[config.mk]
export PLATFORM = sky130hd
export DESIGN_NAME = stage1_svm_ctrl
export DESIGN_NICKNAME = d
export VERILOG_FILES = /design/src/rtl/stage1_svm_ctrl.sv
export SDC_FILE = /design/constraint.sdc
export NUM_CORES = 1
export LEC_CHECK = 0
export BUFFER_PORTS_ARGS = -buffer_cell sky130_fd_sc_hd__buf_2
export CELL_PAD_IN_SITES_DETAIL_PLACEMENT = 0
export CELL_PAD_IN_SITES_GLOBAL_PLACEMENT = 2
export CORE_MARGIN = 8
export CORE_UTILIZATION = 30
export CTS_CLUSTER_SIZE = 14
export DETAILED_ROUTE_END_ITERATION = 8
export PLACE_DENSITY_LB_ADDON = 0.1
export SYNTH_ARGS = -nofsm -noshare
export SYNTH_HDL_FRONTEND = slang
export SYNTH_SLANG_ARGS = --single-unit
[constraint.sdc]
create_clock -name clk -period 6.2 [get_ports clk]
set_clock_uncertainty 0.2 [all_clocks]
set_input_delay 0.62 -clock clk [delete_from_list [all_inputs] [get_ports clk]]
set_output_delay 0.62 -clock clk [all_outputs]
set_load 0.03 [all_outputs]
[src/rtl/stage1_svm_ctrl.sv]
// rtl/stage1_svm_ctrl.sv - sequencer for a stage-1 SVM classifier datapath
//
// Purpose: walks S support vectors with P features each. It drives ROM
// addresses and the MAC and score-accumulator strobes of an external
// datapath. At the end it forms score+bias and reports the class and an
// escalation flag.
//
// Optional feature: define SVM_CTRL_PERF_CNT_EN to add the cycle_cnt output.
//
// Ports:
//   clk        rising-edge clock
//   rst        synchronous active-low reset
//   en         global enable; low freezes sequencing and gates strobes
//   start      request one classification (ignored while busy)
//   busy       high in every state except IDLE
//   sv_addr    support-vector / alpha ROM address
//   pix_addr   pixel / SV-feature ROM address
//   mac_clr    clear the kernel accumulator
//   mac_en     accumulate one pixel product (one cycle after the address)
//   acc_en     add alpha*kernel into the score
//   score      signed score accumulator from the datapath
//   bias       signed bias
//   thresh     unsigned escalation threshold
//   y_class    1 when score+bias >= 0 (held until the next decision)
//   escalate   1 when |score+bias| < thresh (held until the next decision)
//   done       one-cycle completion pulse
//   cycle_cnt  busy-cycle counter, saturating (SVM_CTRL_PERF_CNT_EN only)
module stage1_svm_ctrl #(
  parameter int XLEN_PIXEL    = 8,
  parameter int NUM_OF_PIXELS = 4,
  parameter int NUM_OF_SV     = 10,
  parameter int ACC_W         = 32,
  // A one-entry ROM still needs a 1-bit address port.
  localparam int SV_W  = (NUM_OF_SV > 1) ? $clog2(NUM_OF_SV) : 1,
  localparam int PIX_W = (NUM_OF_PIXELS > 1) ? $clog2(NUM_OF_PIXELS) : 1
) (
  input  logic                    clk,
  input  logic                    rst,
  input  logic                    en,
  input  logic                    start,
  output logic                    busy,
  output logic [SV_W-1:0]         sv_addr,
  output logic [PIX_W-1:0]        pix_addr,
  output logic                    mac_clr,
  output logic                    mac_en,
  output logic                    acc_en,
  input  logic signed [ACC_W-1:0] score,
  input  logic signed [ACC_W-1:0] bias,
  input  logic [ACC_W-2:0]        thresh,
  output logic                    y_class,
  output logic                    escalate,
  output logic                    done
`ifdef SVM_CTRL_PERF_CNT_EN
  ,
  output logic [15:0]             cycle_cnt
`endif
);

  if (XLEN_PIXEL < 1 || NUM_OF_PIXELS < 1 || NUM_OF_SV < 1 || ACC_W < 2) begin : g_bad_params
    $error("stage1_svm_ctrl: illegal parameter value");
  end

  localparam logic [SV_W-1:0]  SV_LAST  = SV_W'(NUM_OF_SV - 1);
  localparam logic [PIX_W-1:0] PIX_LAST = PIX_W'(NUM_OF_PIXELS - 1);

  typedef enum logic [2:0] {
    S_IDLE, S_KERN, S_DRAIN, S_ALPHA, S_DECIDE, S_DONE
  } state_t;

  state_t             r_state;
  state_t             w_next;
  logic [SV_W-1:0]    r_sv;
  logic [PIX_W-1:0]   r_pix;
  logic               r_mac_pend;
  logic               r_y;
  logic               r_esc;
  logic               w_accept;
  logic               w_sv_last;
  logic               w_pix_last;
  logic [ACC_W-1:0]   w_sum;
  logic [ACC_W-1:0]   w_abs;
  logic               w_esc;

  assign w_accept   = en && start && (r_state == S_IDLE);
  assign w_sv_last  = (r_sv == SV_LAST);
  assign w_pix_last = (r_pix == PIX_LAST);

  // Wrapping sum. The magnitude of the most negative value is 2^(ACC_W-1).
  // That is larger than any thresh, so escalate is 0 for it without a
  // special case.
  assign w_sum = score + bias;
  assign w_abs = w_sum[ACC_W-1] ? (~w_sum + ACC_W'(1)) : w_sum;
  assign w_esc = (w_abs < {1'b0, thresh});

  // State register
  always_ff @(posedge clk) begin
    if (!rst) begin
      r_state <= S_IDLE;
    end else begin
      r_state <= w_next;
    end
  end

  // Next-state logic; en low holds the current state
  always_comb begin
    w_next = r_state;
    if (en) begin
      case (r_state)
        S_IDLE:   if (start) w_next = S_KERN;
        S_KERN:   if (w_pix_last) w_next = S_DRAIN;
        S_DRAIN:  w_next = S_ALPHA;
        S_ALPHA:  w_next = w_sv_last ? S_DECIDE : S_KERN;
        S_DECIDE: w_next = S_DONE;
        S_DONE:   w_next = S_IDLE;
        default:  w_next = S_IDLE;
      endcase
    end
  end

  // Counters, delayed MAC strobe and decision registers
  always_ff @(posedge clk) begin
    if (!rst) begin
      r_sv       <= '0;
      r_pix      <= '0;
      r_mac_pend <= 1'b0;
      r_y        <= 1'b0;
      r_esc      <= 1'b0;
    end else if (en) begin
      // The ROM data for the address issued in KERN arrives one cycle later.
      // The pending strobe holds across a stall and is released on resume.
      r_mac_pend <= (r_state == S_KERN);
      case (r_state)
        S_IDLE: begin
          if (start) begin
            r_sv  <= '0;
            r_pix <= '0;
          end
        end
        S_KERN: begin
          if (!w_pix_last) r_pix <= r_pix + PIX_W'(1);
        end
        S_ALPHA: begin
          if (!w_sv_last) begin
            r_sv  <= r_sv + SV_W'(1);
            r_pix <= '0;
          end
        end
        S_DECIDE: begin
          r_y   <= ~w_sum[ACC_W-1];
          r_esc <= w_esc;
        end
        default: ;
      endcase
    end
  end

  // Output logic; every strobe is gated by en
  always_comb begin
    busy    = (r_state != S_IDLE);
    mac_clr = 1'b0;
    acc_en  = 1'b0;
    done    = 1'b0;
    if (en) begin
      case (r_state)
        S_IDLE:  mac_clr = start;
        S_ALPHA: begin
          acc_en  = 1'b1;
          mac_clr = 1'b1;
        end
        S_DONE:  done = 1'b1;
        default: ;
      endcase
    end
    mac_en = en && r_mac_pend;
  end

  assign sv_addr  = r_sv;
  assign pix_addr = r_pix;
  assign y_class  = r_y;
  assign escalate = r_esc;

`ifdef SVM_CTRL_PERF_CNT_EN
  logic [15:0] r_cycle_cnt;

  always_ff @(posedge clk) begin
    if (!rst) begin
      r_cycle_cnt <= '0;
    end else if (w_accept) begin
      r_cycle_cnt <= '0;
    end else if ((r_state != S_IDLE) && (r_cycle_cnt != 16'hFFFF)) begin
      r_cycle_cnt <= r_cycle_cnt + 16'd1;
    end
  end

  assign cycle_cnt = r_cycle_cnt;
`endif

endmodule

* Word level (Yosys, flattened, before mapping)
Index checks and enable logic that the tools add are counted.
** Operators by class
- Reductions and logical operators :: 9
- Bitwise operators :: 2
- Add/sub/neg operators :: 4
- Order comparisons :: 1
- Shift operators :: 0
- Muxes and demuxes :: 18
- Multipliers :: 0
- Eq/ne operators :: 11
- Divide/modulo/power cells :: 0
** Operators with widths (count)
- $add 32x1->32 const B :: 1
- $add 32x32->32 :: 1
- $lt 32x31->1 :: 1
- $mux 32 :: 1
- $not 32->32 :: 1
- $pmux 3 s5 :: 1
- $mux 3 :: 3
- $mux 4 :: 2
- $ne 2x2->1 const B :: 4
- $pmux 4 s2 :: 1
- $eq 3x2->1 const B :: 2
- $eq 3x3->1 const B :: 2
- $mux 2 :: 3
- $pmux 2 s3 :: 1
- $reduce_bool 3->1 :: 2
- $mux 1 :: 5
- $reduce_and 5->1 :: 1
- $add 4x1->4 const B :: 1
- $eq 4x4->1 const B :: 1
- $reduce_and 4->1 :: 1
- $eq 3x1->1 const B :: 1
- $logic_not 3->1 :: 1
- $reduce_and 3->1 :: 1
- $add 2x1->2 const B :: 1
- 6 further kinds :: 6
** Word-level totals
- Bits in registers :: 12
- Memory bits (writable) :: 0
- Bits in read-only memories :: 0
- Input port bits :: 99
- Memories :: 0
- Latch bits :: 0

* Longest topological paths before layout
Gate-level depths: netlist of the first run.
- Depth after elaboration :: 5
- Gate-level depth with buffers :: 23

* Least setup slack after synthesis of the first run
OpenSTA, ideal clock, no wires.
- Path kind :: in2reg
- Start :: in score[0]
- End :: reg r_esc, in the netlist escalate
- Data required time :: 5872 ps
- Path buffers :: 0
- Cell stages on the path :: 20
- Library setup time :: 128 ps
- Arrival :: 4757 ps
- Setup slack :: 1115 ps
- Cell sequence :: ha_1 -> fa_1 -> a211oi_4 -> o21ai_0 -> xnor2_1 -> o221a_2 -> nand3_1 -> nor4_2 -> nand2_1 -> a21oi_1 -> a41oi_1 -> xor2_1 -> ha_1 -> nand4_1 -> or4_1 -> and4b_1 -> o21ai_0 -> a21oi_1 -> o21ai_0 -> a31oi_1
** Between the ends
- Cells in the longest elaborated chain, start to end :: 5
** RTL lines
- start: declaration :: RTL line 47 : input logic signed [ACC_W-1:0] score,
- $add 32x32->32 (*) :: RTL line 91 : assign w_sum = score + bias;
- $not 32->32 :: RTL line 92 : assign w_abs = w_sum[ACC_W-1] ? (~w_sum + ACC_W'(1)) : w_sum;
- $add 32x1->32 :: RTL line 92
- $mux 32 (*) :: RTL line 92
- $lt 32x31->1 (*) :: RTL line 93 : assign w_esc = (w_abs < {1'b0, thresh});
- end signal: assignment :: RTL line 150 : r_esc <= w_esc;
- end: declaration :: RTL line 76 : logic r_esc;
Mark *: on every way between the ends. The rest lies on a longest branch, timed or not.
A chain may end at the register's enable or synchronous reset.

* Final worst setup path of the first run
Ends and elaborated chain as after synthesis.

==> flow_summary.ini, run 1 <==
[status]
status = finished, final reports clean

[grt]
grtUsageTotal_pct = 13.54
grt_pass1_vias = 4363
grt_pass1_wl_um = 20800
antenna_found_initial = 0
grt_max_degree = 15
grt_remaining_overflow = 0

[hold_path]
hp-class = register to register
min_path_cells = 2
min-delay-start = pix_addr[1]
worst_hold_path.endpoint = pix_addr[1]

[placed_design]
dp_cells = 835
port_buffers = 111
dpl.hpwl_um = 10910
globalplace.congestion = 0.8159

[worst_setup_path]
crit_arrival_ns = 5.47
cpMostUsedCell = o21ai_0
ff2ff_setup_slack_ns = 4.01
crit_family = simple AND/OR/NAND/NOR gates
required_ns = 6.12
slowest_stage = or4_1
timing.rr.start = r_state[0]
endpoint_kind = register
slowest_delay_ns = 0.54
cp-start-kind = input pin
cp_num_buf_inv = 1
worstReg2RegEnd = escalate
path_cells = buf_2 -> ha_1 -> fa_1 -> a211oi_4 -> o21ai_0 -> xnor2_1 -> o221a_2 -> nand3_1 -> nor4_2 -> nand2_1 -> a21oi_1 -> a41oi_1 -> xor2_1 -> ha_1 -> nand4_1 -> or4_1 -> and4b_1 -> o21ai_0 -> a21oi_1 -> o21ai_0 -> a31oi_1
reg2regPathDepth = 8
crit_fanout = 4
worst-setup-path-type = input pin to register

[routing]
ant_nets = 0
wl_per_cell_um = 14.82
first_iter_violations = 203
drtPass1Iterations = 5
drc = 0
vias = 4263
routed_via_density = 5.081
totalWireLength_um = 12440

[yosys]
ys_warn_count = 0
synth_enable_flop_cells = 0
synthArstFlopShare_pct = 0
avgSynthCellArea_um2 = 7.243
synthCells = 568
netlist_area_um2 = 4114
synth_cell_types = 80
synth_seq_cells = 12
synth_fp_nets = 733
synth_seq_area_share_pct = 5.839
synth_flop_cell = dfxtp_1

[die]
core-area_um2 = 13300
start_util_pct = 30.94
io_pins = 112
die_area_um2 = 17720
die_y_um = 133.1
die-width_um = 133.1
row_count = 42

[cells_and_area]
final_cells = 839
num_antenna_cells = 0
nets = 829
layout_common_cells = buf_2, ha_1, nor2_1
layout_commonest_cell = buf_2
layout-drive-gt1-share_pct = 21.72
synthToLayoutAreaGrowth_pct = 17.70

[power_and_ir_drop]
power.static_leakage_nw = 2.312
clkPwrFrac_pct = 15.9
power_density_nw_per_um2 = 172.5
vdd_drop_max_mv = 0.07298
switching_share_pct = 46.23
p_comb_share_pct = 74.2
seqPwrFrac_pct = 9.8
p_switching_mw = 0.3862
p_total_mw = 0.8354
p_int_mw = 0.4492

[sta]
relSlewSlack_pct = 57.09
rsz0062_at_grt = false
min_period_over_period_pct = 89.52
finalSetupViolations = 0
slew_viol_final = 0
timing.final.crit_period_ns = 5.550
hold_violations = 0
max_freq_mhz = 180.2
fin_setup_tns_ns = 0
worstMarginPinSlew_ns = 0.6369

[clocking]
ctsLongestPathBuffers = 2
cts-root-buf = clkbuf_16
post_cts_buffers = 0
htreeDepth = 1
cts-hold-fix-buffers = 0
clkTransAtPathRegs_ns = 0.04
insertion_delay_ns = 0.24
cts_resized = 0
cts_tree = built
numClockSinks = 12
cts-buffers-inserted = 3

[job]
drv_cap = 0
==> per-stage QoR <==
step	utilization, %	instance area (µm²)	setup slack [ns]	hold WS [ns]
floorplan	-	4114	1.115	0.2737
global placement	35.75	4753	0.5023	0.2834
detailed placement	35.75	4753	0.4224	0.2949
CTS	36.42	4842	0.6455	0.3026
global route	36.42	4842	0.3085	0.3219
finish	36.42	4842	0.6496	0.3002
==> routing by layer <==
metal | up-vias | wire length, µm | global-route usage [%]
li1 | 2279 | - | -
met1 | 1890 | 6162 | 17.96
met2 | 85 | 5803 | 23.63
met3 | 9 | 395 | 1.353
met4 | 0 | 75 | 1.809
met5 | - | 0 | 0
==> power groups by stage <==
stage | clock [mW] | sequential (mW) | combinational, mW
floorplan | 0 | 0.0845 | 0.479
global placement | 0 | 0.0832 | 0.620
detailed placement | 0 | 0.0834 | 0.626
CTS | 0.138 | 0.0820 | 0.629
global route | 0.140 | 0.0823 | 0.711
finish | 0.133 | 0.0821 | 0.620
==> tightest hold or removal path, stage by stage (launching register included) <==
cell and delay (ns):
dfxtp_1 0.31, nand2b_1 0.07, a21boi_0 0.07
==> how the worst max path moves through the flow <==
stage | start | to | slack (ns) | cells past startpoint
after floorplan | score[0] | escalate | 1.11 | 20
after global placement | score[0] | escalate | 0.50 | 21
after detailed placement | score[0] | escalate | 0.42 | 21
after CTS | score[0] | escalate | 0.65 | 21
after global routing | score[0] | escalate | 0.31 | 21
final | score[0] | escalate | 0.65 | 21
==> cell families (layout without fill, tap and decap cells) <==
family,Yosys count,in the layout,synth area share [%]
DFF,12,12,5.839
xor gates and xnor gates,55,55,11.89
buffers and inverters,62,157,7.512
AOI/OAI and AO/OA,180,180,30.69
and+or+nand+nor,189,189,22.81
muxes,4,4,1.004
adders and majority gates,66,66,20.26
==> area by class of cell <==
class,instances,area (µm²)
Inverter,40,150.1
Tap cell,176,220.2
Sequential cell,12,240.2
Clock buffer,4,88.84
Fill cell,1470,8453
Multi-Input combinational cell,494,3572
Timing Repair Buffer,113,570.5
==> synthesized netlist by cell type (7+ instances only) <==
cell type / instances / area [µm²]
a211oi_1: 10 / 75.07
a21o_1: 19 / 142.6
a21oi_1: 48 / 240.2
a31oi_1: 10 / 62.56
clkbuf_1: 7 / 26.28
dfxtp_1: 12 / 240.2
ha_1: 65 / 813.3
inv_1: 40 / 150.1
nand2_1: 46 / 172.7
nand3_1: 19 / 95.09
nand4_1: 12 / 75.07
nor2_1: 56 / 210.2
nor3_1: 15 / 75.07
o21a_1: 8 / 60.06
o21ai_0: 26 / 130.1
xnor2_1: 27 / 236.5
xor2_1: 27 / 236.5
==> flip-flops by register name, indices dropped and copies added (netlist names) <==
signal,count
sv_addr,4
r_state,3
pix_addr,2
escalate,1
r_mac_pend,1
y_class,1
Power figures use the tool's default switching activity.
==> run 2, diff against run 1 <==
--- a/config.mk
+++ b/config.mk
@@ -10,8 +10,10 @@
 export CELL_PAD_IN_SITES_GLOBAL_PLACEMENT = 2
 export CORE_MARGIN = 8
 export CORE_UTILIZATION = 30
+export CTS_BUF_LIST = sky130_fd_sc_hd__clkbuf_2 sky130_fd_sc_hd__clkbuf_4 sky130_fd_sc_hd__clkbuf_8
 export CTS_CLUSTER_SIZE = 14
 export DETAILED_ROUTE_END_ITERATION = 8
+export GPL_TIMING_DRIVEN = 0
 export PLACE_DENSITY_LB_ADDON = 0.1
 export SYNTH_ARGS = -nofsm -noshare
 export SYNTH_HDL_FRONTEND = slang
==> flow_summary.ini, run 2 (same netlist as run 1, synthesis figures left out) <==
[routing]
first_iter_violations = 164
ant_nets = 0
vias = 4293
wl_per_cell_um = 14.34
drc = 0
totalWireLength_um = 12300
drtPass1Iterations = 4
routed_via_density = 5.003

[worst_setup_path]
required_ns = 6.17
worst-setup-path-type = input pin to register
endpoint_kind = register
crit_arrival_ns = 5.64
crit_fanout = 10
cp-start-kind = input pin

[sta]
fin_setup_tns_ns = 0
slew_viol_final = 0
finalSetupViolations = 0
hold_violations = 0
max_freq_mhz = 176.4
min_period_over_period_pct = 91.42
timing.final.crit_period_ns = 5.668
relSlewSlack_pct = 58.12
rsz0062_at_grt = false
worstMarginPinSlew_ns = 0.6216

[grt]
grt_pass1_vias = 4436
grt.busiest_layer = met2
antenna_found_initial = 0
met2_usage_pct = 24.05
use_met3_pct = 1.692
grtUsageTotal_pct = 13.66
grt_pass1_wl_um = 21100
grt_max_degree = 11
grt_remaining_overflow = 0
grt_use_met1_pct = 17.94

[power_and_ir_drop]
seqPwrFrac_pct = 10.2
power_density_nw_per_um2 = 160.9
p_comb_share_pct = 79.1
vdd_drop_max_mv = 0.05121
p_switching_mw = 0.3802
clkPwrFrac_pct = 10.7
p_int_mw = 0.4146
switching_share_pct = 47.83
power.static_leakage_nw = 2.365

[die]
die_y_um = 133.1
row_count = 42
core-area_um2 = 13300
start_util_pct = 30.94
die-width_um = 133.1
die_area_um2 = 17720
io_pins = 112

[clocking]
htreeDepth = 1
numClockSinks = 12
ctsLongestPathBuffers = 2
cts-hold-fix-buffers = 0
post_cts_buffers = 0
cts-root-buf = clkbuf_8
insertion_delay_ns = 0.24
cts_tree = built
cts-buffers-inserted = 3
clkTransAtPathRegs_ns = 0.05
cts_resized = 0

[hold_path]
hp-class = register to register

[placed_design]
port_buffers = 110
globalplace.congestion = 0.7813
placed_area_um2 = 4885
dpl.hpwl_um = 10860

[cells_and_area]
num_antenna_cells = 0
largest_reg_flops = 4
layout-drive-gt1-share_pct = 22.73
synthToLayoutAreaGrowth_pct = 20.07
finish.utilization_pct = 37.15
final_area_um2 = 4940
layout_commonest_cell = buf_2
layout_common_cells = buf_2, ha_1, nor2_1
nets = 848

[job]
drv_cap = 0

[status]
status = finished, final reports clean
## run 2: worst paths after layout
| check | startpoint | to | slack (ns) | cells after the start |
|---|---|---|---|---|
| setup / recovery | score[5] | escalate | 0.53 | 22 |
| hold / removal | r_mac_pend | r_mac_pend | 0.31 | 2 |
| hold reg to reg | r_mac_pend | r_mac_pend | 0.31 | 2 |
| setup reg to reg | r_state[1] | escalate | 3.94 | 9 |
## run 2: layer usage
metal	wire (µm)	vias up
li1	-	2320
met1	6022	1898
met2	5802	71
met3	427	4
met4	47	0
met5	0	-
## run 2: power groups by stage
stage / registers, mW / clock network [mW] / logic (mW)
floorplan: 0.0845 / 0 / 0.479
global placement: 0.0823 / 0 / 0.625
detailed placement: 0.0824 / 0 / 0.635
CTS: 0.0808 / 0.0882 / 0.638
global route: 0.0811 / 0.0921 / 0.723
finish: 0.0808 / 0.0854 / 0.629
## run 2: final cells by class
cell class,instances,area (µm²)
Buffer,22,158.9
Sequential cell,12,240.2
Timing Repair Buffer,110,550.5
Clock buffer,4,55.05
Tap cell,176,220.2
Inverter,40,150.1
Fill cell,1452,8356
Multi-Input combinational cell,494,3565
## run 2: critical path, stage by stage
cell and delay [ns]:
buf_2 0.10, ha_1 0.26, buf_2 0.19, and3_1 0.19, nand4_1 0.23, a2111o_1 0.50
nand3_1 0.13, a31o_1 0.16, a21oi_1 0.08, xnor2_1 0.37, clkbuf_1 0.50, mux2_2 0.40
ha_1 0.27, a21o_1 0.15, a21o_1 0.17, a21o_1 0.17, a21o_1 0.17, a2111oi_0 0.41
o31ai_1 0.16, a21oi_1 0.17, o21ai_0 0.10, a31oi_1 0.13
## run 2: stage by stage
step                hold slack [ns]  power (mW)  setup WS (ns)  std cells
floorplan                    0.2737      0.5632          1.115        568
global placement             0.2827      0.7068         0.1669        854
detailed placement           0.3024      0.7173         0.1882        854
CTS                          0.3157      0.8072         0.3954        858
global route                 0.3426      0.8960        0.09640        858
finish                       0.3118      0.7948         0.5318        858
==> run 3, diff against run 2 <==
--- a/config.mk
+++ b/config.mk
@@ -5,7 +5,7 @@
 export SDC_FILE = /design/constraint.sdc
 export NUM_CORES = 1
 export LEC_CHECK = 0
-export BUFFER_PORTS_ARGS = -buffer_cell sky130_fd_sc_hd__buf_2
+export BUFFER_PORTS_ARGS = -buffer_cell sky130_fd_sc_hd__buf_4
 export CELL_PAD_IN_SITES_DETAIL_PLACEMENT = 0
 export CELL_PAD_IN_SITES_GLOBAL_PLACEMENT = 2
 export CORE_MARGIN = 8
==> flow_summary.ini, run 3 (same netlist as run 1, synthesis figures left out) <==
[status]
status = finished, final reports clean

[cells_and_area]
nets = 848
num_antenna_cells = 0
nFillCells = 1453
layout-drive-gt1-share_pct = 22.61
largest_reg_flops = 4
final_area_um2 = 5201
layout_common_cells = buf_4, ha_1, nor2_1
synthToLayoutAreaGrowth_pct = 26.43
layout_commonest_cell = buf_4

[sta]
rsz0062_at_grt = false
min_period_over_period_pct = 92.10
finalSetupViolations = 0
hold_slack_ns = 0.3124
max_freq_mhz = 175.1
hold_violations = 0
setup_ws_ns = 0.4896
slew_viol_final = 0
timing.final.crit_period_ns = 5.710
relSlewSlack_pct = 58.76
fin_setup_tns_ns = 0
worstMarginPinSlew_ns = 0.6142

[worst_setup_path]
crit_fanout = 10
path_cells = buf_4 -> ha_1 -> buf_2 -> and3_1 -> nand4_1 -> a2111o_1 -> nand3_1 -> a31o_1 -> a21oi_1 -> xnor2_1 -> clkbuf_1 -> mux2_2 -> ha_1 -> a21o_1 -> a21o_1 -> a21o_1 -> a21o_1 -> a2111oi_0 -> o31ai_1 -> a21oi_1 -> o21ai_0 -> a31oi_1
required_ns = 6.17
crit_arrival_ns = 5.68
slowest_stage = clkbuf_1
cpMostUsedCell = a21o_1
slowest_delay_ns = 0.50
endpoint_kind = register
worst-setup-path-type = input pin to register
cp-start-kind = input pin

[clocking]
cts-buffers-inserted = 3
cts_resized = 0
htreeDepth = 1
cts-hold-fix-buffers = 0
cts-root-buf = clkbuf_8
ctsLongestPathBuffers = 2
numClockSinks = 12
cts_tree = built
clkTransAtPathRegs_ns = 0.05
insertion_delay_ns = 0.24
post_cts_buffers = 0

[power_and_ir_drop]
seqPwrFrac_pct = 10.1
p_total_mw = 0.7998
switching_share_pct = 47.62
clkPwrFrac_pct = 9.0
power_density_nw_per_um2 = 153.8
p_switching_mw = 0.3809
vdd_drop_max_mv = 0.05052
p_int_mw = 0.4190
power.static_leakage_nw = 2.442
p_comb_share_pct = 80.9

[job]
drv_cap = 0

[routing]
drtPass1Iterations = 4
wl_per_cell_um = 14.52
routed_via_density = 5.132
totalWireLength_um = 12440
first_iter_violations = 151
ant_nets = 0
drc = 0
vias = 4398

[placed_design]
placed_area_um2 = 5160
dpl.hpwl_um = 10930
dpl_worst_slack_ns = 0.1116
globalplace.congestion = 0.7961
port_buffers = 110

[die]
die-width_um = 133.1
die_area_um2 = 17720
row_count = 42
core-area_um2 = 13300
die_y_um = 133.1
io_pins = 112
start_util_pct = 30.94

[grt]
grt_max_degree = 11
grt_pass1_vias = 4488
grt_pass1_wl_um = 21150
grt_remaining_overflow = 0
antenna_found_initial = 0
grtUsageTotal_pct = 13.71

[hold_path]
hp-class = register to register
[run 3: cell count changes in the layout (fill, tap and decap cells not counted), sizes merged]
cell    change
clkbuf      -1
[run 3: power groups by stage]
stage	clock [mW]	combinational (mW)	sequential (mW)
6_report	0.0717	0.647	0.0808
2_1_floorplan	0	0.479	0.0845
4_1_cts	0.0749	0.657	0.0808
3_5_place_dp	0	0.653	0.0825
3_3_place_gp	0	0.642	0.0823
5_1_grt	0.0772	0.737	0.0812
[run 3: cell type report]
cell class                 instances  area (µm²)  area share (%)
multi-input combinational        494        3565           68.54
timing repair buffer             110       825.8           15.88
sequential                        12       240.2           4.619
tap                              176       220.2           4.234
buffer                            22       158.9           3.055
inverter                          40       150.1           2.887
clock buffer                       3       41.29          0.7938
[run 3: metal layers]
| layer | GRT usage [%] | up-vias | wire, µm |
|---|---|---|---|
| li1 | - | 2315 | - |
| met1 | 17.75 | 2005 | 6026 |
| met2 | 24.56 | 73 | 5974 |
| met3 | 1.541 | 5 | 394 |
| met4 | 1.310 | 0 | 45 |
| met5 | 0 | - | 0 |
[run 3: stage by stage]
stage	instances	util, %
floorplan	568	-
global placement	854	38.81
detailed placement	854	38.81
CTS	857	39.12
global route	857	39.12
finish	857	39.12
[run 3: path summary, 6_finish.rpt]
check,cells after the start,slack (ns),startpoint,endpoint
max,22,0.49,score[5],escalate
min,2,0.31,pix_addr[1],pix_addr[1]
max reg2reg,9,3.90,r_state[1],escalate
min reg2reg,2,0.31,pix_addr[1],pix_addr[1]
[run 3: worst max-delay path, delay by kind of cell]
| kind | cells | cell delay, ns |
|---|---|---|
| fa+ha+maj | 2 | 0.52 |
| simple gates | 3 | 0.55 |
| compound gates | 12 | 2.41 |
| buf+inv | 3 | 0.81 |
| xor+xnor | 1 | 0.38 |
| mux | 1 | 0.40 |
